`src/rtl/cordic_pkg.sv`:
```
// rtl/cordic_pkg.sv - shared constants and types for the iterative vectoring CORDIC
//
// Purpose : arctangent table, quadrant angles, inverse gain and FSM state type
//           shared by cordic_vector_iter and cordic_vec_step.
// Angles  : binary angle units, 2^32 = 360 degrees.
// Ports   : none (package).
package cordic_pkg;

  typedef enum logic [1:0] {
    ST_IDLE  = 2'd0,
    ST_ITER  = 2'd1,
    ST_SCALE = 2'd2,
    ST_DONE  = 2'd3
  } state_e;

  localparam logic [31:0] ANGLE_90     = 32'h4000_0000;
  localparam logic [31:0] ANGLE_M90    = 32'hC000_0000;
  // 1/K in Q1.15, K being the accumulated micro-rotation gain (~1.6468)
  localparam logic [15:0] INV_GAIN_Q15 = 16'd19898;

  // round(atan(2^-i) * 2^32 / (2*pi))
  localparam logic [31:0] ATAN_LUT [0:31] = '{
    32'h2000_0000, 32'h12E4_051E, 32'h09FB_385B, 32'h0511_11D4,
    32'h028B_0D43, 32'h0145_D7E1, 32'h00A2_F61E, 32'h0051_7C55,
    32'h0028_BE53, 32'h0014_5F2F, 32'h000A_2F98, 32'h0005_17CC,
    32'h0002_8BE6, 32'h0001_45F3, 32'h0000_A2FA, 32'h0000_517D,
    32'h0000_28BE, 32'h0000_145F, 32'h0000_0A30, 32'h0000_0518,
    32'h0000_028C, 32'h0000_0146, 32'h0000_00A3, 32'h0000_0051,
    32'h0000_0029, 32'h0000_0014, 32'h0000_000A, 32'h0000_0005,
    32'h0000_0003, 32'h0000_0001, 32'h0000_0001, 32'h0000_0000
  };

endpackage

```
`src/rtl/cordic_vec_step.sv`:
```
// rtl/cordic_vec_step.sv - one combinational vectoring micro-rotation
//
// Purpose : rotates (x,y) towards the positive x axis by atan(2^-shift),
//           accumulating the rotated angle into z.
// Ports   : x_i, y_i  signed working-width vector before the step
//           z_i       accumulated angle before the step
//           shift_i   micro-rotation index i
//           x_o, y_o  vector after the step
//           z_o       accumulated angle after the step (wraps mod 2^32)
module cordic_vec_step
  import cordic_pkg::*;
#(
  parameter int XW = 18
) (
  input  logic signed [XW-1:0] x_i,
  input  logic signed [XW-1:0] y_i,
  input  logic        [31:0]   z_i,
  input  logic        [4:0]    shift_i,
  output logic signed [XW-1:0] x_o,
  output logic signed [XW-1:0] y_o,
  output logic        [31:0]   z_o
);

  logic signed [XW-1:0] x_sh;
  logic signed [XW-1:0] y_sh;
  logic        [31:0]   atan_i;

  assign x_sh   = x_i >>> shift_i;
  assign y_sh   = y_i >>> shift_i;
  assign atan_i = ATAN_LUT[shift_i];

  // Both updates use the pre-step x and y.
  always_comb begin
    if (!y_i[XW-1]) begin
      x_o = x_i + y_sh;
      y_o = y_i - x_sh;
      z_o = z_i + atan_i;
    end else begin
      x_o = x_i - y_sh;
      y_o = y_i + x_sh;
      z_o = z_i - atan_i;
    end
  end

endmodule

```
`src/rtl/cordic_vector_iter.sv`:
```
// rtl/cordic_vector_iter.sv - iterative vectoring CORDIC, one micro-rotation per clock
//
// Purpose : converts a Cartesian vector (x,y) into magnitude and angle atan2(y,x).
// Macro   : CORDIC_GAIN_COMP_EN adds a one-cycle SCALE state multiplying the
//           magnitude by 1/K; without it mag_o carries the CORDIC gain K.
// Ports   : aclk, aresetn      clock, asynchronous active-low reset
//           s_valid, s_ready   input vector handshake
//           x_i, y_i           signed input vector
//           m_valid, m_ready   result handshake
//           mag_o              unsigned magnitude, DATA_WIDTH+1 bits
//           z_o                angle, 2^32 = 360 degrees
module cordic_vector_iter
  import cordic_pkg::*;
#(
  parameter int DATA_WIDTH    = 16,
  parameter int ITERATION_CNT = 16
) (
  input  logic                  aclk,
  input  logic                  aresetn,
  input  logic                  s_valid,
  output logic                  s_ready,
  input  logic [DATA_WIDTH-1:0] x_i,
  input  logic [DATA_WIDTH-1:0] y_i,
  output logic                  m_valid,
  input  logic                  m_ready,
  output logic [DATA_WIDTH:0]   mag_o,
  output logic [31:0]           z_o
);

  // Two guard bits: one so -2^(W-1) can be negated, one for the gain growth.
  localparam int         XW        = DATA_WIDTH + 2;
  localparam logic [4:0] LAST_STEP = 5'(ITERATION_CNT - 1);

  state_e               state_q, state_d;
  logic signed [XW-1:0] x_q, x_d;
  logic signed [XW-1:0] y_q, y_d;
  logic        [31:0]   z_q, z_d;
  logic        [4:0]    cnt_q, cnt_d;
  logic                 zero_q, zero_d;
  logic [DATA_WIDTH:0]  mag_q, mag_d;
  logic        [31:0]   ang_q, ang_d;

  logic signed [XW-1:0] x_ext, y_ext;
  logic signed [XW-1:0] x_step, y_step;
  logic        [31:0]   z_step;
  logic [DATA_WIDTH:0]  mag_src;
  logic        [31:0]   ang_src;
  logic                 last_iter;
  logic                 load_result;

  assign x_ext = {{2{x_i[DATA_WIDTH-1]}}, x_i};
  assign y_ext = {{2{y_i[DATA_WIDTH-1]}}, y_i};

  cordic_vec_step #(.XW(XW)) u_step (
    .x_i    (x_q),
    .y_i    (y_q),
    .z_i    (z_q),
    .shift_i(cnt_q),
    .x_o    (x_step),
    .y_o    (y_step),
    .z_o    (z_step)
  );

`ifdef CORDIC_GAIN_COMP_EN
  localparam logic signed [XW+15:0] INV_GAIN_W = (XW+16)'(INV_GAIN_Q15);
  localparam logic signed [XW+15:0] ROUND_HALF = (XW+16)'(16384);

  logic signed [XW+15:0] x_wide;

  // Result is taken in SCALE, where x_q already holds the final x.
  assign x_wide  = {{16{x_q[XW-1]}}, x_q};
  assign mag_src = (DATA_WIDTH+1)'((x_wide * INV_GAIN_W + ROUND_HALF) >>> 15);
  assign ang_src = z_q;
`else
  // Result is taken straight from the last micro-rotation.
  assign mag_src = x_step[DATA_WIDTH:0];
  assign ang_src = z_step;
`endif

  assign last_iter   = (cnt_q == LAST_STEP);
  assign load_result = (state_d == ST_DONE) && (state_q != ST_DONE);

  always_comb begin
    state_d = state_q;
    s_ready = 1'b0;
    m_valid = 1'b0;
    case (state_q)
      ST_IDLE: begin
        s_ready = 1'b1;
        if (s_valid) state_d = ST_ITER;
      end
      ST_ITER: begin
        if (last_iter) begin
`ifdef CORDIC_GAIN_COMP_EN
          state_d = ST_SCALE;
`else
          state_d = ST_DONE;
`endif
        end
      end
      ST_SCALE: state_d = ST_DONE;
      ST_DONE: begin
        m_valid = 1'b1;
        if (m_ready) state_d = ST_IDLE;
      end
      default: state_d = ST_IDLE;
    endcase
  end

  always_comb begin
    x_d    = x_q;
    y_d    = y_q;
    z_d    = z_q;
    cnt_d  = cnt_q;
    zero_d = zero_q;
    mag_d  = mag_q;
    ang_d  = ang_q;
    if (state_q == ST_IDLE && s_valid) begin
      // Pre-rotate by +/-90 degrees so the iterations start in the right half-plane.
      zero_d = (x_i == '0) && (y_i == '0);
      cnt_d  = '0;
      if (!x_ext[XW-1]) begin
        x_d = x_ext;
        y_d = y_ext;
        z_d = '0;
      end else if (!y_ext[XW-1]) begin
        x_d = y_ext;
        y_d = -x_ext;
        z_d = ANGLE_90;
      end else begin
        x_d = -y_ext;
        y_d = x_ext;
        z_d = ANGLE_M90;
      end
    end else if (state_q == ST_ITER) begin
      x_d   = x_step;
      y_d   = y_step;
      z_d   = z_step;
      cnt_d = cnt_q + 5'd1;
    end
    // A zero vector has no defined angle; report exactly zero for both.
    if (load_result) begin
      mag_d = zero_q ? '0 : mag_src;
      ang_d = zero_q ? '0 : ang_src;
    end
  end

  always_ff @(posedge aclk or negedge aresetn) begin
    if (!aresetn) begin
      state_q <= ST_IDLE;
    end else begin
      state_q <= state_d;
    end
  end

  always_ff @(posedge aclk or negedge aresetn) begin
    if (!aresetn) begin
      x_q    <= '0;
      y_q    <= '0;
      z_q    <= '0;
      cnt_q  <= '0;
      zero_q <= 1'b0;
      mag_q  <= '0;
      ang_q  <= '0;
    end else begin
      x_q    <= x_d;
      y_q    <= y_d;
      z_q    <= z_d;
      cnt_q  <= cnt_d;
      zero_q <= zero_d;
      mag_q  <= mag_d;
      ang_q  <= ang_d;
    end
  end

  assign mag_o = mag_q;
  assign z_o   = ang_q;

endmodule

```
`config.mk`:
```
export PLATFORM = sky130hd
export DESIGN_NAME = cordic_vector_iter
export DESIGN_NICKNAME = d
export VERILOG_FILES = /design/src/rtl/cordic_pkg.sv /design/src/rtl/cordic_vec_step.sv /design/src/rtl/cordic_vector_iter.sv
export SDC_FILE = /design/constraint.sdc
export NUM_CORES = 1
export LEC_CHECK = 0
export ABC_AREA = 1
export CORE_UTILIZATION = 40
export DETAILED_ROUTE_END_ITERATION = 6
export PLACE_DENSITY = 0.61
export SETUP_SLACK_MARGIN = 0.2
export SYNTH_ARGS = -nofsm -noshare
export SYNTH_HDL_FRONTEND = slang
export SYNTH_HIERARCHICAL = 1
export SYNTH_SLANG_ARGS = --single-unit
```
`constraint.sdc`:
```
create_clock -name aclk -period 5.15 [get_ports aclk]
set_input_delay 0.7725 -clock aclk [delete_from_list [all_inputs] [get_ports aclk]]
set_output_delay 0.7725 -clock aclk [all_outputs]
set_load 0.02 [all_outputs]
```
== After elaboration in Yosys (flattened, before gate mapping) ==
Memory sizes are Yosys's and may differ from the RTL's.
Index checks and enable logic that the tools add are counted.

* Register bits after elaboration: 125
* ROM bits: 1024
* Memories kept: 1
* Output and inout port bits: 51

* Equality and inequality tests: 6
* Shift-type cells: 2
* Bitwise logic cells: 1
* Add/sub/neg operators: 9
* Magnitude comparators: 1
* Reductions and logical operators: 7
* Muxes and demuxes: 27

{| class="wikitable"
|+ Memories
! name !! depth !! bits a word !! read ports !! clocked after Yosys merged registers in !! wr ports !! RTL line !! text
|-
| (no name shown) || 32 || 32 || 1 || 0 || 0 || cordic_vec_step.sv:30 || <nowiki>assign atan_i = ATAN_LUT[shift_i];</nowiki>
|}

{| class="wikitable"
|+ Operators by type and width
! kind !! number
|-
| two-way mux 32 bit || 8
|-
| two-way mux 18 bit || 10
|-
| adder 18 bit || 2
|-
| negator 16 -> 18 bit || 2
|-
| >>> shifter 18 x 5 -> 18 bit || 2
|-
| subtractor 18 bit || 2
|-
| adder 32 bit || 1
|-
| zero test 16 bit || 2
|-
| subtractor 32 bit || 1
|-
| two-way mux 17 bit || 1
|-
| two-way mux 5 bit || 2
|-
| case mux 2 bit (4 select lines) || 1
|-
| equality test 2 bit, second input constant || 3
|-
| >= comparator 6 bit, second input constant || 1
|-
| two-way mux 2 bit || 3
|-
| inverter 5 -> 6 bit || 1
|-
| adder 5 x 1 -> 5 bit, second input constant || 1
|-
| equality test 5 x 4 -> 1 bit, second input constant || 1
|-
| logical AND 1 bit || 3
|-
| equality test 2 x 1 -> 1 bit, second input constant || 1
|-
| zero test 2 bit || 1
|-
| two-way mux 1 bit || 2
|-
| inequality test 2 bit, second input constant || 1
|-
| nonzero test 2 bit || 1
|}

== Depth between registers and ports, before layout ==
* Depth in word-level cells: 8
* Mapped depth: 36
* Depth with buffers taken out: 34

== Modules after synthesis ==
The synthesis kept the hierarchy.

{| class="wikitable"
|+ By module, submodules not included
! module !! area each (um^2) !! cells each !! instances
|-
| cordic_vec_step || 7427.1 || 1406 || 1
|-
| cordic_vector_iter || 6246.0 || 754 || 1
|}

== Worst setup path after synthesis ==
Ideal clock, no wire load.

* Path type: flip-flop to flip-flop
* Start point: register cnt_q[1]
* End point: register z_q[31]
* Cell stages (with the launch flop): 35
* Setup slack: 1.086 ns
* Data required time: 5.033 ns
* Arrival time: 3.947 ns
* Clock period less this slack: 4.064 ns
* Cells stage by stage: dfrtp_1 -> inv_2 -> buf_4 -> buf_6 -> ha_1 -> nand2_1 -> nand2_1 -> o211ai_1 -> nand3_1 -> inv_2 -> ha_1 -> nand3b_1 -> nor2_1 -> nand2_1 -> o21ai_1 -> xor2_1 -> inv_1 -> ha_1 -> nand2_1 -> o21ai_0 -> nand2_1 -> o211ai_1 -> a21oi_1 -> nand2_1 -> nand2_1 -> nand2_1 -> nand2_1 -> nand2_1 -> inv_1 -> nand3_1 -> nand2_1 -> nand2_1 -> o21ai_0 -> nand2_1 -> nand2_1

* Cells in the longest elaborated chain, start to end: 8
* Elaborated cells between the ends (all ways): 9

{| class="wikitable"
|+ Ends and longest elaborated chain
! what !! RTL line !! text
|-
| start: declaration || cordic_vector_iter.sv:38 || <nowiki>logic [4:0] cnt_q, cnt_d;</nowiki>
|-
| start signal: assignment || cordic_vector_iter.sv:169 || <nowiki>cnt_q <= cnt_d;</nowiki>
|-
| inverter 5 -> 6 bit (implied by the code) * || cordic_vec_step.sv:30 ||
|-
| memory (32 x 32 bit) * || - ||
|-
| two-way mux 32 bit (implied by the code) * (2 in series) || cordic_vec_step.sv:30 ||
|-
| adder 32 bit or subtractor 32 bit (tied branches) || cordic_vec_step.sv:37, cordic_vec_step.sv:41 ||
|-
| two-way mux 32 bit * || cordic_vec_step.sv:34 || <nowiki>if (!y_i[XW-1]) begin</nowiki>
|-
| named net ang_src[31] || cordic_vector_iter.sv:47 || <nowiki>logic [31:0] ang_src;</nowiki>
|-
| two-way mux 32 bit * || cordic_vector_iter.sv:135 || <nowiki>end else if (state_q == ST_ITER) begin</nowiki>
|-
| two-way mux 32 bit * || cordic_vector_iter.sv:118 || <nowiki>if (state_q == ST_IDLE && s_valid) begin</nowiki>
|-
| end signal: assignment || cordic_vector_iter.sv:168 || <nowiki>z_q <= z_d;</nowiki>
|-
| end: declaration || cordic_vector_iter.sv:37 || <nowiki>logic [31:0] z_q, z_d;</nowiki>
|}

The timed path passes the listed nets; every way through them passes the cells marked *. The select of a mux whose other input is x is not followed.
A chain may end at the register's enable or synchronous reset.

== Worst setup path in the final report ==
* Start point: register cnt_q[0]
* End point: register y_q[15]

* Cells in the longest elaborated chain, start to end: 5
* Elaborated cells between the ends (all ways): 6

{| class="wikitable"
|+ Ends and longest elaborated chain
! what !! RTL line !! text
|-
| >>> shifter 18 x 5 -> 18 bit * || cordic_vec_step.sv:28 || <nowiki>assign x_sh = x_i >>> shift_i;</nowiki>
|-
| subtractor 18 bit or adder 18 bit (tied branches) || cordic_vec_step.sv:36, cordic_vec_step.sv:40 ||
|-
| two-way mux 18 bit * || cordic_vec_step.sv:34 ||
|-
| named net y_step[15] || cordic_vector_iter.sv:44 || <nowiki>logic signed [XW-1:0] x_step, y_step;</nowiki>
|-
| two-way mux 18 bit * || cordic_vector_iter.sv:135 ||
|-
| two-way mux 18 bit * || cordic_vector_iter.sv:118 ||
|-
| end signal: assignment || cordic_vector_iter.sv:167 || <nowiki>y_q <= y_d;</nowiki>
|-
| end: declaration || cordic_vector_iter.sv:36 || <nowiki>logic signed [XW-1:0] y_q, y_d;</nowiki>
|}

Marks and branches as above.

==> reports/metrics.yaml <==
cts_buffers: 17
fmax_mhz: 214
cp.arrival_ps: 4980
cts_sinks: 125
yosys-top-cells-count: "nand2_1 (626), nand3_1 (265), inv_1 (179), o21ai_0 (168), nor2_1 (130)"
synthMostInstantiatedCell: "nand2_1"
fp-row-count: 67
portBuffers: 86
antenna_found_initial: 0
hpwl_microns: 36100
dp.cells: 2633
drt_iter0_drc: 1134
yosysWarnings: 6
die_area_sq_um: 34900
fin_crit_ps: 4680
cts.htree.levels: 4
worst-path-buf-inv: 7
synth_area_sq_um: 13700
max_slew_margin_pct: 30.8
clockBufferDepth: 2
stdcell_count: 2671
die_w_microns: 187
hold_viol_final: 0
dp_slack_ps: 77.6
yosys_register_bits: 125
syn_nets: 2279
cp_top_family: "simple AND/OR/NAND/NOR gates"
yosysSeqAreaShare_pct: 22.9
drive_above_1_share_pct: 6.98
yosys-top-cells-area: "dfrtp_1 (23%), nand2_1 (17%), nand3_1 (9.7%)"
hold_class: "primary input to asynchronous set/reset pin"
fin_nets: 2328
synth_edf_count: 0
core-area_sq_um: 33600
track_usage_pct: 27.2
clk_latency_ps: 430
ys_types: 54
clock_skew_ps: 17.2
syn_inst: 2160
cpMaxStageDelayCell: "dfrtp_1"
setup_viol: 0
path_clk_slew_ps: 70
fin_ws_ps: 466
final_antenna_net_count: 0
worstPathRequired_ps: 5450
synth_area_leader_cell: "dfrtp_1"
rsz0062_at_grt: "yes"
drv_slew: 0
drc: 0
cts_hold_buf: 0
grt_pass1_wl_microns: 76000
synthToLayoutAreaGrowth_pct: 13.7
clockRootBuffer: "clkbuf_16"
cts_tree: "built"
cp-start-kind: "flop"
vias_per_cell: 5.60
io_pins: 87
status: "completed"
overflow: 0
wl_per_cell_microns: 17.7
start_util_pct: 40.7
synth_top_flop_cell: "dfrtp_1"
ys_async_sr_fraction_pct: 100
vias: 15000
maxCapViolations: 0
cpMostUsedCell: "nand2_1"
fin_util_pct: 46.3
worst_pin_slew_ps: 1040
die_h_microns: 187
cpPeakStageDelay_ps: 450
yosysTopAreaCellShare_pct: 22.9
grt_max_degree: 58
grt_pass1_vias: 14500
worst-path-max-fanout: 24
routed_wl_microns: 47400
worst_setup_path_end_kind: "flop"
synth_area_per_cell_sq_um: 6.33
routabilityCongestion: 0.980
worstSetupPathType: "flop to flop"
fin_tns_setup_ps: 0
finalCritPeriodShare_pct: 90.9
drtPass1Iterations: 6
==> cells by family after synthesis <==
group | after synthesis | synth area share (%)
simple gates | 1123 | 35.3
compound gates | 434 | 18.5
flops | 125 | 22.9
buf+inv | 297 | 9.25
mux | 1 | 0.0824
xor+xnor | 97 | 6.21
fa+ha+maj | 83 | 7.76
==> per-stage QoR <==
| step | hold slack, ps | cell area (sq um) |
|---|---|---|
| finish | 349 | 15500 |
| global route | 391 | 15500 |
| CTS | 363 | 15500 |
| detailed placement | 490 | 14900 |
| global placement | 484 | 14900 |
| floorplan | 460 | 13700 |
==> cell type report <==
cell class,instances,area (sq um)
repair buffers,124,1160
clock buffers,19,453
diodes,1,2.50
clock inverters,13,154
multi-input cells,1738,9320
fillers,3564,18100
inverters,203,767
well taps,448,561
flip-flops and latches,125,3130
==> per-layer routing <==
| metal | part of all wire [%] | vias up | track usage, % |
|---|---|---|---|
| met5 | 0 | - | 0 |
| met4 | 5.2 | 0 | 14.7 |
| met3 | 4.3 | 106 | 2.91 |
| met2 | 48 | 515 | 46.9 |
| met1 | 42 | 7009 | 33.3 |
| li1 | - | 7323 | - |
==> worst register-to-register path, delay by kind of cell (launching register included) <==
kind / cells / cell delay (ps)
xor gates and xnor gates: 2 / 320
and+or+nand+nor: 12 / 1250
AOI/OAI and AO/OA: 6 / 990
buffers and inverters: 7 / 1000
adders and majority gates: 2 / 540
DFF: 1 / 450
==> registers in the layout, indices dropped and copies added (netlist names) <==
| name | count |
|---|---|
| cnt_q | 5 |
| mag_o | 17 |
| state_q | 2 |
| x_q | 18 |
| y_q | 18 |
| z_o | 32 |
| z_q | 32 |
| zero_q | 1 |
==> worst paths after layout <==
path	depth (start not counted)	to	slack, ps	startpoint
setup / recovery	29	y_q[15]	470	cnt_q[0]
hold / removal	1	z_o[27]	350	aresetn
setup reg to reg	29	y_q[15]	470	cnt_q[0]
hold reg to reg	2	mag_o[6]	500	mag_o[6]
max in group asynchronous	2	cnt_q[1]	3730	aresetn
min in group aclk	2	mag_o[6]	500	mag_o[6]
==> layout by cell type (no fill, tap or decap), types with 8 or more instances in the layout <==
cell type | Yosys | final
o21ai_1 | 30 | 35
inv_1 | 179 | 179
nor2_1 | 130 | 129
or2_2 | 12 | 12
nor2_2 | 20 | 17
a21oi_1 | 118 | 117
a21boi_1 | 9 | 9
clkbuf_16 | 0 | 17
nand3_1 | 265 | 265
ha_1 | 80 | 80
nand2_1 | 626 | 626
nor2_4 | 5 | 9
o21ai_0 | 168 | 163
dfrtp_1 | 125 | 123
a2bb2oi_1 | 11 | 11
xnor2_1 | 27 | 27
clkdlybuf4s50_1 | 0 | 85
o211ai_1 | 17 | 17
a31oi_1 | 8 | 8
nand4_1 | 16 | 16
inv_2 | 22 | 22
buf_4 | 8 | 37
xor2_1 | 70 | 70
nor3_1 | 26 | 26
a22o_1 | 33 | 33
==> repair_timing <==
action,CTS,global route
pin swaps,0,4
setup endpoints to repair,2,21
buffers inserted,0,5
resized for setup,2,16
Power is left out: the tool's default activity adds up to more than one toggle a clock period on the data nets, which glitch-free logic cannot reach.
